$ cat src/rtl/bmp_loader_pkg.sv
// Shared types and constants for the BMP background loader.
package bmp_loader_pkg;

  typedef enum logic [2:0] {
    StIdle,
    StHeader,
    StSkip,
    StPixel,
    StDrain,
    StDone,
    StError
  } state_e;

  localparam int unsigned OffSig     = 0;
  localparam int unsigned OffDataOff = 10;
  localparam int unsigned OffWidth   = 18;
  localparam int unsigned OffHeight  = 22;
  localparam int unsigned OffBpp     = 28;
  localparam int unsigned OffLast    = 29;
  localparam int unsigned MinDataOff = 30;

  localparam logic [15:0] BmpSig = 16'h4D42;  // "BM", little-endian

  localparam logic [2:0] ErrNone     = 3'd0;
  localparam logic [2:0] ErrSig      = 3'd1;
  localparam logic [2:0] ErrBpp      = 3'd2;
  localparam logic [2:0] ErrGeometry = 3'd3;
  localparam logic [2:0] ErrOverflow = 3'd4;
  localparam logic [2:0] ErrTrunc    = 3'd5;

  typedef struct packed {
    logic [21:0] addr;
    logic [15:0] d;
  } fifo_entry_t;

  // Bytes of row padding: (4 - (3*width mod 4)) mod 4, only the width LSBs matter.
  function automatic logic [1:0] row_pad(input logic [1:0] w_lsb);
    logic [1:0] m;
    m = w_lsb * 2'd3;
    return 2'd0 - m;
  endfunction

endpackage

$ cat src/rtl/bmp_wr_fifo.sv
// Small synchronous FIFO of SDRAM write entries with full/empty flags and a count.
module bmp_wr_fifo
  import bmp_loader_pkg::*;
#(
  parameter int unsigned Depth = 8
) (
  input  logic                     clk_sys,
  input  logic                     reset_n,
  input  logic                     clr,
  input  logic                     push,
  input  fifo_entry_t              wdata,
  input  logic                     pop,
  output fifo_entry_t              rdata,
  output logic                     full,
  output logic                     empty,
  output logic [$clog2(Depth):0]   count
);

  localparam int unsigned AddrW = $clog2(Depth);

  fifo_entry_t      mem_q [Depth];
  logic [AddrW-1:0] wr_ptr_q, rd_ptr_q;
  logic [AddrW:0]   count_q;
  logic             do_push, do_pop;

  // Depth is a power of two, so the count MSB alone means full.
  assign full    = count_q[AddrW];
  assign empty   = (count_q == '0);
  assign count   = count_q;
  assign rdata   = mem_q[rd_ptr_q];
  assign do_pop  = pop && !empty;
  assign do_push = push && (!full || do_pop);

  always_ff @(posedge clk_sys or negedge reset_n) begin
    if (!reset_n) begin
      wr_ptr_q <= '0;
      rd_ptr_q <= '0;
      count_q  <= '0;
    end else if (clr) begin
      wr_ptr_q <= '0;
      rd_ptr_q <= '0;
      count_q  <= '0;
    end else begin
      if (do_push) wr_ptr_q <= wr_ptr_q + 1'b1;
      if (do_pop)  rd_ptr_q <= rd_ptr_q + 1'b1;
      case ({do_push, do_pop})
        2'b10:   count_q <= count_q + 1'b1;
        2'b01:   count_q <= count_q - 1'b1;
        default: count_q <= count_q;
      endcase
    end
  end

  always_ff @(posedge clk_sys) begin
    if (do_push && !clr) mem_q[wr_ptr_q] <= wdata;
  end

endmodule

$ cat src/rtl/bmp_loader.sv
// Parses a downloaded 24bpp BMP, converts pixels and writes them to SDRAM via req/ack toggles.
module bmp_loader
  import bmp_loader_pkg::*;
#(
  parameter int unsigned IMG_WIDTH  = 640,
  parameter int unsigned MAX_HEIGHT = 312,
  parameter int unsigned FIFO_DEPTH = 8,
  parameter logic [21:0] BASE_ADDR  = 22'd0,
  parameter logic [7:0]  FILE_INDEX = 8'd1
) (
  input  logic        clk_sys,
  input  logic        reset_n,
  input  logic        ioctl_download,
  input  logic [7:0]  ioctl_index,
  input  logic        ioctl_wr,
  input  logic [26:0] ioctl_addr,
  input  logic [7:0]  ioctl_dout,
  output logic        port_req,
  input  logic        port_ack,
  output logic [21:0] port_a,
  output logic [1:0]  port_ds,
  output logic [15:0] port_d,
  output logic        port_we,
  output logic        bmp_loaded,
  output logic        bmp_error,
  output logic [2:0]  err_code
);

  state_e      state_q, state_d;
  logic        wr_q, dl_q, accept, start, pop, push, fail, row_done, geom_bad;
  logic [2:0]  fail_code;
  logic [15:0] sig_q, sig_d;
  logic [31:0] off_q, off_d, width_q, width_d, height_q, height_d;
  logic [7:0]  bpp_q, bpp_d, b_q, b_d;
  logic [15:0] row_q, row_d, col_q, col_d;
  logic [1:0]  phase_q, phase_d, pad_q, pad_d;
  logic        in_pad_q, in_pad_d, loaded_q, loaded_d, error_q, error_d;
  logic [2:0]  code_q, code_d;
  logic [21:0] pix_idx, pix_addr;
  fifo_entry_t push_data, head;
  logic        fifo_full, fifo_empty;
  logic [$clog2(FIFO_DEPTH):0] fifo_count;

  assign accept = ioctl_wr && !wr_q && ioctl_download && (ioctl_index == FILE_INDEX);
  assign start  = ioctl_download && !dl_q && (ioctl_index == FILE_INDEX);
  assign pop    = !fifo_empty && (port_ack == port_req) && (state_q != StError) && !start;

  assign geom_bad = (width_q == '0) || (width_q > 32'(IMG_WIDTH)) || (height_q == '0) ||
                    (height_q > 32'(MAX_HEIGHT)) || (off_q < 32'(MinDataOff));

  assign pix_idx  = 22'(row_q) * 22'(IMG_WIDTH) + 22'(col_q);
  assign pix_addr = BASE_ADDR + (pix_idx << 1);

  assign port_ds    = 2'b11;
  assign bmp_loaded = loaded_q;
  assign bmp_error  = error_q;
  assign err_code   = code_q;

  bmp_wr_fifo #(.Depth(FIFO_DEPTH)) u_fifo (
    .clk_sys (clk_sys),
    .reset_n (reset_n),
    .clr     (start || (state_q == StError)),
    .push    (push),
    .wdata   (push_data),
    .pop     (pop),
    .rdata   (head),
    .full    (fifo_full),
    .empty   (fifo_empty),
    .count   (fifo_count)
  );

  always_comb begin
    state_d   = state_q;
    sig_d     = sig_q;
    off_d     = off_q;
    width_d   = width_q;
    height_d  = height_q;
    bpp_d     = bpp_q;
    row_d     = row_q;
    col_d     = col_q;
    phase_d   = phase_q;
    pad_d     = pad_q;
    in_pad_d  = in_pad_q;
    b_d       = b_q;
    loaded_d  = loaded_q;
    error_d   = error_q;
    code_d    = code_q;
    push      = 1'b0;
    push_data = '0;
    row_done  = 1'b0;
    fail      = 1'b0;
    fail_code = ErrNone;
    case (state_q)
      StHeader: if (accept) begin
        for (int i = 0; i < 4; i++) begin
          if (ioctl_addr == 27'(OffDataOff + i)) off_d[8*i +: 8] = ioctl_dout;
          if (ioctl_addr == 27'(OffWidth + i))   width_d[8*i +: 8] = ioctl_dout;
          if (ioctl_addr == 27'(OffHeight + i))  height_d[8*i +: 8] = ioctl_dout;
        end
        if (ioctl_addr == 27'(OffSig))     sig_d[7:0]  = ioctl_dout;
        if (ioctl_addr == 27'(OffSig + 1)) sig_d[15:8] = ioctl_dout;
        if (ioctl_addr == 27'(OffBpp))     bpp_d       = ioctl_dout;
        if (ioctl_addr == 27'(OffLast)) begin
          // bpp high byte arrives now, so the check uses it directly.
          if (sig_q != BmpSig) begin
            fail = 1'b1; fail_code = ErrSig;
          end else if ({ioctl_dout, bpp_q} != 16'd24) begin
            fail = 1'b1; fail_code = ErrBpp;
          end else if (geom_bad) begin
            fail = 1'b1; fail_code = ErrGeometry;
          end else begin
            state_d = StSkip;
          end
        end
      end
      StSkip: if (accept && ({5'b0, ioctl_addr} == off_q)) begin
        state_d  = StPixel;
        row_d    = '0;
        col_d    = '0;
        in_pad_d = 1'b0;
        b_d      = ioctl_dout;
        phase_d  = 2'd1;
      end
      StPixel: if (accept) begin
        if (in_pad_q) begin
          pad_d = pad_q - 1'b1;
          if (pad_q == 2'd1) row_done = 1'b1;
        end else begin
          case (phase_q)
            2'd0: begin
              b_d     = ioctl_dout;
              phase_d = 2'd1;
            end
            2'd1: begin
              push      = 1'b1;
              push_data = '{addr: pix_addr, d: {ioctl_dout, b_q}};
              phase_d   = 2'd2;
            end
            default: begin
              push      = 1'b1;
              push_data = '{addr: pix_addr + 22'd1, d: {8'h00, ioctl_dout}};
              phase_d   = 2'd0;
              col_d     = col_q + 16'd1;
              if (32'(col_q) + 32'd1 == width_q) begin
                if (row_pad(width_q[1:0]) != 2'd0) begin
                  in_pad_d = 1'b1;
                  pad_d    = row_pad(width_q[1:0]);
                end else begin
                  row_done = 1'b1;
                end
              end
            end
          endcase
        end
        if (row_done) begin
          col_d    = '0;
          in_pad_d = 1'b0;
          row_d    = row_q + 16'd1;
          if (32'(row_q) + 32'd1 == height_q) state_d = StDrain;
        end
      end
      StDrain: if ((fifo_count == '0) && (port_ack == port_req)) begin
        loaded_d = 1'b1;
        state_d  = StDone;
      end
      default: ;
    endcase

    if (!ioctl_download && (state_q inside {StHeader, StSkip, StPixel})) begin
      fail = 1'b1; fail_code = ErrTrunc;
    end
    if (push && fifo_full && !pop) begin
      fail = 1'b1; fail_code = ErrOverflow;
    end
    if (fail) begin
      state_d  = StError;
      error_d  = 1'b1;
      code_d   = fail_code;
      loaded_d = 1'b0;
    end
    if (start) begin
      state_d  = StHeader;
      loaded_d = 1'b0;
      error_d  = 1'b0;
      code_d   = ErrNone;
      push     = 1'b0;
    end
  end

  always_ff @(posedge clk_sys or negedge reset_n) begin
    if (!reset_n) begin
      state_q  <= StIdle;
      wr_q     <= 1'b0;
      dl_q     <= 1'b0;
      sig_q    <= '0;
      off_q    <= '0;
      width_q  <= '0;
      height_q <= '0;
      bpp_q    <= '0;
      row_q    <= '0;
      col_q    <= '0;
      phase_q  <= '0;
      pad_q    <= '0;
      in_pad_q <= 1'b0;
      b_q      <= '0;
      loaded_q <= 1'b0;
      error_q  <= 1'b0;
      code_q   <= ErrNone;
    end else begin
      state_q  <= state_d;
      wr_q     <= ioctl_wr;
      dl_q     <= ioctl_download;
      sig_q    <= sig_d;
      off_q    <= off_d;
      width_q  <= width_d;
      height_q <= height_d;
      bpp_q    <= bpp_d;
      row_q    <= row_d;
      col_q    <= col_d;
      phase_q  <= phase_d;
      pad_q    <= pad_d;
      in_pad_q <= in_pad_d;
      b_q      <= b_d;
      loaded_q <= loaded_d;
      error_q  <= error_d;
      code_q   <= code_d;
    end
  end

  // One request in flight at a time; an outstanding one may finish even in error.
  always_ff @(posedge clk_sys or negedge reset_n) begin
    if (!reset_n) begin
      port_req <= 1'b0;
      port_we  <= 1'b0;
      port_a   <= '0;
      port_d   <= '0;
    end else if (pop) begin
      port_req <= ~port_req;
      port_we  <= 1'b1;
      port_a   <= head.addr;
      port_d   <= head.d;
    end else if ((port_ack == port_req) && fifo_empty) begin
      port_we  <= 1'b0;
    end
  end

endmodule

$ cat config.mk
export PLATFORM = sky130hd
export DESIGN_NAME = bmp_loader
export DESIGN_NICKNAME = d
export VERILOG_FILES = /design/src/rtl/bmp_loader_pkg.sv /design/src/rtl/bmp_wr_fifo.sv /design/src/rtl/bmp_loader.sv
export SDC_FILE = /design/constraint.sdc
export NUM_CORES = 1
export LEC_CHECK = 0
export CORE_UTILIZATION = 30
export CTS_CLUSTER_SIZE = 20
export DETAILED_ROUTE_END_ITERATION = 7
export GPL_ROUTABILITY_DRIVEN = 1
export GPL_TIMING_DRIVEN = 0
export MAX_ROUTING_LAYER = met4
export PLACE_DENSITY = 0.55
export REMOVE_ABC_BUFFERS = 1
export SLEW_MARGIN = 20
export SYNTH_ARGS = -nofsm -noshare
export SYNTH_HDL_FRONTEND = slang
export SYNTH_SLANG_ARGS = --single-unit
export TNS_END_PERCENT = 10
$ cat constraint.sdc
create_clock -name clk_sys -period 13.8 [get_ports clk_sys]
set_input_delay 4.14 -clock clk_sys [delete_from_list [all_inputs] [get_ports clk_sys]]
set_output_delay 4.14 -clock clk_sys [all_outputs]
set_load 0.05 [all_outputs]
==> results by group <==
Timing
  • Share of the clock period used by the worst path: 65.2%
  • FMAX: 111 MHz
  • Final Critical Period: 9.00 ns
  • Final Skew: 0.0414 ns
  • Final Worst Setup Slack: 4.80 ns
  • Worst slew pin tran: 1.11 ns
  • Max-slew headroom: 25.6%
  • Number of hold violations in the final report: 0
  • Setup repair after global routing missed its margin: no
  • Total count of max-transition violations in the final report: 0
  • Final count of negative-setup-slack endpoints: 0

Worst setup path
  • Type of the setup path with the least slack: input pin to flip-flop
  • Slowest cell on crit path: nor4_1
  • Cell mode on critical path: buf_2
  • CP endpoint kind: flip-flop
  • Type of origin of the critical path: input pin
  • Max FO, Critical Path: 13
  • Cell breakdown of the critical path: clkdlybuf4s50_1 -> or4b_1 -> nor4_1 -> nand2_1 -> or3_1 -> a21oi_1 -> and2b_1 -> inv_2 -> nor4_2 -> buf_2 -> buf_2 -> buf_4 -> buf_2
  • WP data required: 14.12 ns
  • Worst path max stage delay: 0.84 ns
  • Worst endpoint data arrival time: 9.32 ns

Global route
  • Vias in the first global route: 14,900
  • Wire length of the first global-routing pass: 87,200 um
  • Aggregate global-route resource usage: 14.2%
  • Number of antenna violations at the first check in global routing: 2
  • Remaining global-route overflow: 0
  • Pin count of the biggest net entering global routing: 101

Logic synthesis
  • Syn Area/Cell: 14.2 um2
  • Flop and latch count out of synthesis: 529
  • Primary flip-flop cell chosen by synthesis mapping: edfxtp_1
  • Share of flip-flops with an asynchronous set or reset: 42.5%
  • Number of synthesized flops with an enable pin: 304
  • Sequential share of the synthesized area: 61.8%
  • Post-synthesis instance area: 23,900 um2
  • Synth Warn #: 0
  • Distinct cell type count after synthesis: 82
  • Post-Synthesis Cells: 1,679

Placement
  • Worst setup timing slack at the placement stage: 4.19 ns
  • DP Area: 26,400 um2
  • Gp weighted congestion: 0.869
  • Input/output buffers: 92
  • Placed wire-length estimate after detailed placement: 37,200 um

CTS
  • Clock tree root buffer cell: clkbuf_16
  • Number of buffers between clock root and the deepest sink: 3
  • Count of clock tree sinks: 529
  • Hold Buf Count CTS: 0
  • Depth of the CTS H-tree: 2
  • Clock latency at the later pin of the worst-skew pair: 0.63 ns
  • Number of buffers added by the clock tree synthesis step: 58
  • CTS tree: done
  • Cts repair resizes: 0
  • CTS clk-pin slew, worst paths: 0.06 ns
  • Number of setup buffers added after CTS: 0

Routing
  • Number of design-rule violations left by the first detailed-router iteration: 794
  • Number of detailed-route iterations in the first pass: 5
  • Number of remaining DRC errors: 0
  • Number of vias per cell: 4.93
  • Antenna-violating nets left: 0
  • Mean routed wirelength per cell: 19.1 um
  • Number of vias after detailed routing: 14,300
  • Total Wirelength: 55,400 um

Finish
  • Final net count: 1,887
  • Fraction of layout cells with a size suffix above 1: 20.8%
  • ANT cells: 0
  • Relative area change from synthesis to final layout: 18.7%
  • Final Cell Area: 28,300 um2

Job
  • Number of max-cap violations: 0

Power
  • Maximum resistive drop on vdd: 82.2 uV
  • P per Cell Area: 136 nW/um2
  • Pleak: 10.4 nW

Floorplanning
  • Placement row count: 103
  • Die area: 80,700 um2
  • Die height: 284 um
  • Number of primary I/O pins: 95
  • Initial cell density of the core: 30.3%
  • Placeable core region: 78,900 um2
  • Overall die width: 284 um

Worst hold path
  • Worst hold path type: flip-flop to flip-flop

Outcome
  • Outcome: finished, final reports clean
## logic make-up (layout without fill, tap and decap cells)
kind of cell / count (synthesis) / count (layout) / synth area share [%]
adder cells (fa/ha/maj): 41 / 41 / 2.24
AO/OA/AOI/OAI: 232 / 232 / 6.02
XOR/XNOR: 86 / 86 / 3.16
buffers and inverters: 107 / 275 / 1.83
AND/OR/NAND/NOR: 434 / 434 / 9.70
other: 1 / 2 / 0.0157
multiplexers: 249 / 249 / 15.2
flip-flops: 529 / 529 / 61.8
## worst paths after layout
path	slack, ns	endpoint	from	cells past startpoint
min reg2reg	0.50	sig_q[11]$_DFFE_PN0P_	sig_q[11]$_DFFE_PN0P_	1
max reg2reg	9.13	u_fifo.mem_q[0][34]$_DFFE_PP_	wr_q$_DFF_PN0_	12
max	4.80	u_fifo.mem_q[0][34]$_DFFE_PP_	ioctl_download	13
max in group asynchronous	9.37	width_q[27]$_DFFE_PN0P_	reset_n	2
min	0.50	sig_q[11]$_DFFE_PN0P_	sig_q[11]$_DFFE_PN0P_	1
min in group asynchronous	3.52	port_a[18]$_DFFE_PN0P_	reset_n	1
## layout make-up
| type | count | area (um2) |
|---|---|---|
| clock inverters | 29 | 312 |
| well taps | 1050 | 1310 |
| fillers | 7517 | 50500 |
| multi-input cells | 1044 | 8740 |
| clock buffers | 81 | 1620 |
| repair buffers | 138 | 1470 |
| inverters | 27 | 104 |
| flip-flops and latches | 529 | 14800 |
## per-stage QoR
step | util, % | total power, mW | hold slack, ns | TNS, ns | std cells
2_1_floorplan | - | 2.12 | 0.471 | 0 | 1600
4_1_cts | 35.9 | 3.90 | 0.501 | 0 | 2898
6_report | 35.9 | 3.85 | 0.499 | 0 | 2898
3_3_place_gp | 32.7 | 2.33 | 0.480 | -457.31 | 2742
5_1_grt | 35.9 | 3.99 | 0.509 | 0 | 2898
3_5_place_dp | 33.5 | 2.33 | 0.488 | 0 | 2788
## cell usage after synthesis, types with 32 or more instances
cell | number | share of area [%]
clkbuf_1 | 56 | 0.88
xnor2_1 | 63 | 2.3
ha_1 | 38 | 2.0
edfxtp_1 | 304 | 38
o21ai_0 | 60 | 1.3
dfrtp_1 | 225 | 24
mux2i_1 | 44 | 1.8
nand3_1 | 32 | 0.67
a21oi_1 | 78 | 1.6
mux4_2 | 76 | 7.2
nand2_1 | 58 | 0.91
nor3_1 | 34 | 0.71
mux2_2 | 121 | 5.7
nor4_1 | 36 | 0.94
nor2_1 | 119 | 1.9
## layout by cell type, fill, tap and decap left out, drive strengths merged, types with 14 or more instances in the layout
master and instances:
a21oi 78, and2 24, buf 54, clkbuf 81
clkdlybuf4s50 84, clkinv 18, dfrtp 225, edfxtp 304
ha 38, inv 29, mux2 129, mux2i 44
mux4 76, nand2 60, nand2b 14, nand3 32
nand4 25, nor2 124, nor2b 16, nor3 34
nor4 39, o21ai 67, o31ai 18, xnor2 63
xor2 23
## routing by layer
| metal | wire length (um) | vias up | global-route usage (%) |
|---|---|---|---|
| met3 | 2670 | 59 | 2.46 |
| met1 | 25400 | 7282 | 18.7 |
| met5 | 0 | - | - |
| li1 | - | 6618 | - |
| met4 | 930 | 0 | 3.53 |
| met2 | 26400 | 315 | 22.6 |
## flip-flops by register name, summed over array words and instances, names as in the netlist, 2 cells and up
name and cells:
u_fifo.mem_q 304, height_q 32, off_q 32, width_q 32
port_a 22, col_q 16, port_d 16, row_q 16
sig_q 16, b_q 8, bpp_q 8, u_fifo.count 4
err_code 3, state_q 3, u_fifo.rd_ptr_q 3, u_fifo.wr_ptr_q 3
pad_q 2, phase_q 2
## power by group
part,total [mW],switching (mW),internal [mW]
logic,0.522,0.355,0.167
clock network,1.55,0.639,0.914
registers,1.77,0.0444,1.73
## worst max-delay path: cells and delay by family
family / cells / cell delay [ns]
simple gates: 6 / 3.23
compound gates: 1 / 0.33
buf+inv: 6 / 1.58
No activity file was read; power rests on OpenSTA's default activity.
